[config.mk]
export PLATFORM = sky130hd
export DESIGN_NAME = etapa_if
export DESIGN_NICKNAME = d
export VERILOG_FILES = /design/src/rtl/etapa_if.sv
export SDC_FILE = /design/constraint.sdc
export NUM_CORES = 1
export LEC_CHECK = 0
export BUFFER_PORTS_ARGS = -buffer_cell sky130_fd_sc_hd__buf_2
export CAP_MARGIN = 20
export CORE_AREA = 2 2 107 109
export DETAILED_ROUTE_END_ITERATION = 6
export DIE_AREA = 0 0 109 111
export GPL_TIMING_DRIVEN = 0
export HOLD_SLACK_MARGIN = 0.05
export PLACE_DENSITY = 0.91
export SLEW_MARGIN = 25
export SYNTH_ARGS = -nofsm -noshare
export SYNTH_HDL_FRONTEND = slang
export SYNTH_SLANG_ARGS = --single-unit
[constraint.sdc]
create_clock -name reloj -period 2.4 [get_ports reloj]
set_input_delay 0.12 -clock reloj [delete_from_list [all_inputs] [get_ports reloj]]
set_output_delay 0.12 -clock reloj [all_outputs]
set_load 0.02 [all_outputs]
[src/rtl/etapa_if.sv]
// etapa_if: instruction-fetch stage (IDLE/FETCH/HOLD) with a one-word hold buffer for stalls.
// Optional CNT_FETCH/CNT_STALL performance counters are added when ETAPA_IF_PERF_EN is defined.
module etapa_if (
    input  logic        reloj,
    input  logic        resetM,
    input  logic [1:0]  SEL_DIR,
    input  logic [31:0] BR_ADDR,
    input  logic [25:0] JUMP_ADDR,
    input  logic [31:0] JR_ADDR,
    input  logic        STALL,
    input  logic        IM_ACK,
    input  logic [31:0] IM_DATA,
    output logic        IM_REQ,
    output logic [31:0] IM_ADDR,
    output logic [31:0] DO,
    output logic [3:0]  PC_4,
    output logic        IF_VALID
`ifdef ETAPA_IF_PERF_EN
    ,
    output logic [31:0] CNT_FETCH,
    output logic [31:0] CNT_STALL
`endif
);

    typedef enum logic [1:0] {
        IDLE  = 2'd0,
        FETCH = 2'd1,
        HOLD  = 2'd2
    } state_t;

    state_t      state_reg, state_next;
    logic [31:0] pc_reg, pc_next;
    logic [31:0] do_reg, do_next;
    logic [31:0] hold_reg, hold_next;
    logic [3:0]  pc4_reg, pc4_next;
    logic        valid_reg, valid_next;
    logic [31:0] pc_plus4;
    logic [31:0] target;
    logic        redirect;
    logic        fetch_done;

    always_ff @(posedge reloj) begin
        if (!resetM) begin
            state_reg <= IDLE;
            pc_reg    <= 32'h0;
            do_reg    <= 32'h0;
            hold_reg  <= 32'h0;
            pc4_reg   <= 4'h0;
            valid_reg <= 1'b0;
        end else begin
            state_reg <= state_next;
            pc_reg    <= pc_next;
            do_reg    <= do_next;
            hold_reg  <= hold_next;
            pc4_reg   <= pc4_next;
            valid_reg <= valid_next;
        end
    end

    // Next-PC select; every target is word aligned.
    always_comb begin
        pc_plus4 = pc_reg + 32'd4;
        redirect = (SEL_DIR != 2'b00);
        case (SEL_DIR)
            2'b00:   target = pc_plus4;
            2'b01:   target = {BR_ADDR[31:2], 2'b00};
            2'b10:   target = {pc_plus4[31:28], JUMP_ADDR, 2'b00};
            default: target = {JR_ADDR[31:2], 2'b00};
        endcase
    end

    always_comb begin
        state_next = state_reg;
        pc_next    = pc_reg;
        do_next    = do_reg;
        hold_next  = hold_reg;
        pc4_next   = pc4_reg;
        valid_next = valid_reg;
        fetch_done = 1'b0;
        case (state_reg)
            IDLE: state_next = FETCH;
            FETCH: begin
                if (STALL) begin
                    if (IM_ACK) begin
                        hold_next  = IM_DATA;
                        state_next = HOLD;
                    end
                end else if (redirect) begin
                    pc_next    = target;
                    do_next    = 32'h0;
                    valid_next = 1'b0;
                    pc4_next   = pc_plus4[31:28];
                end else if (IM_ACK) begin
                    pc_next    = target;
                    do_next    = IM_DATA;
                    valid_next = 1'b1;
                    pc4_next   = pc_plus4[31:28];
                    fetch_done = 1'b1;
                end else begin
                    do_next    = 32'h0;
                    valid_next = 1'b0;
                    pc4_next   = pc_plus4[31:28];
                end
            end
            HOLD: begin
                // PC still addresses the buffered word until the stall clears.
                if (!STALL) begin
                    state_next = FETCH;
                    hold_next  = 32'h0;
                    pc_next    = target;
                    pc4_next   = pc_plus4[31:28];
                    if (redirect) begin
                        do_next    = 32'h0;
                        valid_next = 1'b0;
                    end else begin
                        do_next    = hold_reg;
                        valid_next = 1'b1;
                        fetch_done = 1'b1;
                    end
                end
            end
            default: state_next = IDLE;
        endcase
    end

    always_comb begin
        IM_REQ   = (state_reg == FETCH);
        IM_ADDR  = pc_reg;
        DO       = do_reg;
        PC_4     = pc4_reg;
        IF_VALID = valid_reg;
    end

`ifdef ETAPA_IF_PERF_EN
    logic [31:0] cnt_fetch_reg;
    logic [31:0] cnt_stall_reg;

    always_ff @(posedge reloj) begin
        if (!resetM) begin
            cnt_fetch_reg <= 32'h0;
            cnt_stall_reg <= 32'h0;
        end else begin
            if (fetch_done) cnt_fetch_reg <= cnt_fetch_reg + 32'd1;
            if (STALL)      cnt_stall_reg <= cnt_stall_reg + 32'd1;
        end
    end

    assign CNT_FETCH = cnt_fetch_reg;
    assign CNT_STALL = cnt_stall_reg;
`endif

endmodule
==> results by group <==
Run status
  • Status: complete, but fails checks
  • Violated checks: design-rule violations

Logic synthesis
  • Area leader, netlist: dfxtp_1
  • Synth warn: 0
  • Mean post-synth cell area: 7.97 um^2
  • Seq/Total Area, Yosys: 37.5%
  • Synth top area share: 37.5%
  • Asr flop ratio synth: 0%
  • Synth Flop Type: dfxtp_1
  • Post-synthesis register bit count: 101
  • Top cells by area, synth: dfxtp_1, a22oi_1, nor2_1
  • Yosys cell types: 62
  • Post-Syn Area: 0.00540 mm^2
  • Mapped Cells: 677
  • Number of synthesized flops with an enable pin: 0

Pwr
  • Peak VDD IR: 395 uV
  • Combinational Power Share: 24.4%
  • Net switching power: 1550 uW
  • Sw frac: 33.4%
  • Leakage: 0.00295 uW
  • Pwr Density: 667 mW/mm^2
  • Total Power: 4650 uW
  • Share of power burned in the clock network: 33.6%
  • Reg power frac: 42.0%
  • Internal Power: 3090 uW

Setup path
  • CP cell instances: ha_1 > nand4_2 > nor4_4 > nand3_1 > xor2_1 > a21oi_1
  • Critical path depth in cells: 6
  • Setup crit end kind: flop
  • Crit path DAT: 2.53 ns
  • Worst Setup Start Kind: flop
  • Critical path type: reg2reg
  • Critical path required time: 2.68 ns
  • Worst path slowest cell: nor4_4
  • CP max stage delay: 0.63 ns
  • Reg2reg path depth: 6
  • CP Buf/Inv Count: 0
  • Critical path peak fanout: 8
  • Top delay family on crit path: simple AND/OR/NAND/NOR gates

Placed design
  • Port buffer count: 188
  • Final GP Congestion: 0.927
  • Post-DP HPWL: 13.5 mm

Min path
  • Worst hold path depth: 3
  • Worst Hold Class: in2reg

Global route
  • Vias in the first global route: 5665
  • First-pass GRT wire length: 28.4 mm
  • Global Route Usage Sum: 29.8%
  • Initial antenna violation count: 0
  • Pin count of the biggest net entering global routing: 19
  • Total grt overflow: 0

Drt
  • Detailed Route Iter0 Violations: 511
  • Drt via density: 5.93
  • Drt total wl: 18.7 mm
  • 1st-pass router iterations: 7
  • Antenna Nets Post-Route: 0
  • Via Count: 6147
  • DR WL/cell: 18.0 um
  • # DRC: 1

Clocking
  • Clock Path Buffers: 2
  • Clock buffer count from CTS: 9
  • Clk pin slew, worst setup/hold paths: 0.07 ns
  • Setup repair bufs after CTS: 0
  • Clk root buf: clkbuf_16
  • CTS HTree Levels: 3
  • TritonCTS clock tree: built
  • Num Clock Sinks: 101
  • Latest clock arrival within the worst-skew pair: 0.34 ns

STA
  • RSZ-0062 raised after global routing: yes
  • Slew headroom: 48.6%
  • Endpoints failing setup: 0
  • Clk_skew: 0.00506 ns
  • Worst Max-Slew Pin Slew: 0.771 ns
  • Hold Fails Final Rpt: 0
  • Final Max Tran Viols: 0
  • Final Critical Period: 2.26 ns
  • Setup Total Neg Slack: 0 ns
  • Fmax: 443 MHz
  • Final cycle utilization of the critical path: 94.0%

Die
  • Top-level I/O count: 198
  • Die Area: 0.0121 mm^2
  • Initial core utilization: 48.7%
  • Rows: 39
  • Die height: 111 um
  • Placeable Area: 0.0111 mm^2
  • Chip width: 109 um

Cells and area
  • Area growth syn-to-layout: 29.0%
  • Multi-input gate area: 0.00311 mm^2
  • # fillers: 953
  • Reg area: 0.00202 mm^2
  • Fin nets: 1020
  • Layout cell share with drive strength beyond 1: 27.8%
  • # diodes: 0

Job
  • # Max-Cap Violations: 0
## synth_stat cells, drive strengths merged, types with 5 or more instances
| library cell | count |
|---|---|
| mux4 | 8 |
| nor2 | 103 |
| dfxtp | 101 |
| nand4 | 13 |
| a31oi | 12 |
| mux2 | 9 |
| a211oi | 8 |
| a21oi | 33 |
| mux2i | 11 |
| buf | 14 |
| nor3 | 12 |
| inv | 7 |
| o221a | 7 |
| nand2 | 87 |
| xor2 | 5 |
| and3 | 5 |
| o21ai | 49 |
| a22oi | 70 |
| clkbuf | 47 |
| nor4 | 6 |
| nand3 | 16 |
## layout make-up
class                      instances  share of cell area, %
multi-input combinational        509                   44.7
sequential                       101                   29.0
timing repair buffer             199                   15.1
buffer                            61                   3.68
clock buffer                      10                   3.43
tap                              143                   2.57
clock inverter                     6                   1.13
inverter                           7                  0.377
## cells in the final DEF (no fill, tap or decap), types with 5 or more instances in the layout
cell and count:
o221a_1 6, and3_1 5, nor3_1 11, clkbuf_16 9, a211oi_1 8, dlygate4sd3_1 11, dfxtp_1 101, buf_2 194
nor2_1 103, nand3_1 15, inv_1 6, o21ai_0 45, nand4_1 11, mux2i_1 11, nand2_1 87, a22oi_1 69
mux4_2 8, a31oi_1 12, a21oi_1 33, xor2_1 5, mux2_2 9, clkbuf_1 43
## kinds of logic (layout without fill, tap and decap cells)
| family | after synthesis | in the layout | synth area share (%) |
|---|---|---|---|
| AOI/OAI and AO/OA | 206 | 206 | 25.5 |
| xor gates and xnor gates | 8 | 8 | 1.30 |
| adders and majority gates | 4 | 4 | 0.927 |
| buffers and inverters | 68 | 283 | 5.10 |
| DFF | 101 | 101 | 37.5 |
| muxes | 28 | 28 | 7.26 |
| other | 1 | 2 | 0.0695 |
| and+or+nand+nor | 261 | 261 | 22.4 |
## stage by stage
| step | std cells | utilization, % | hold WS (ns) | area (um^2) | worst slack (ns) |
|---|---|---|---|---|---|
| floorplan | 678 | - | 0.281 | 5400 | 0.298 |
| global placement | 1009 | 58.9 | 0.384 | 6520 | 0.0149 |
| detailed placement | 1009 | 58.9 | 0.402 | 6520 | -0.0294 |
| CTS | 1035 | 62.7 | 0.0506 | 6940 | 0.0318 |
| global route | 1036 | 62.9 | 0.0572 | 6970 | -0.0207 |
| finish | 1036 | 62.9 | 0.0542 | 6970 | 0.145 |
## layer usage
metal	vias up	GRT usage [%]	share of wire (%)
met4	0	8.03	1.7
met3	40	5.82	11
met1	2811	36.3	38
met2	410	52.5	50
li1	2886	-	-
met5	-	0	0
## path summary, 6_finish.rpt
| kind | from | end | slack (ns) |
|---|---|---|---|
| setup / recovery | IM_ADDR[2] | PC_4[2] | 0.14 |
| hold / removal | IM_DATA[16] | hold_reg[16] | 0.05 |
| setup reg to reg | IM_ADDR[2] | PC_4[2] | 0.14 |
| hold reg to reg | hold_reg[4] | hold_reg[4] | 0.51 |
## power by group through the flow
stage	Combinational (uW)	Clock [uW]	Sequential (uW)
after floorplan	576	0	2070
after global placement	1070	0	1980
after detailed placement	1090	0	1980
after CTS	1110	1560	1940
after global routing	1230	1640	1960
final	1130	1560	1950
## worst register-to-register path: stages (launching register included)
cell and delay, ns:
dfxtp_1 0.45, ha_1 0.26, nand4_2 0.26, nor4_4 0.64, nand3_1 0.24, xor2_1 0.20
a21oi_1 0.14
## timing repair
action / in CTS / in global routing
hold buffers: 10 / 1
cloned: 0 / 0
pin swaps: 0 / 1
gates resized for setup: 1 / 9
endpoints found under the hold margin: 10 / 1
setup endpoints to repair: 3 / 49
Note: power is estimated with default switching activity, not from simulation.
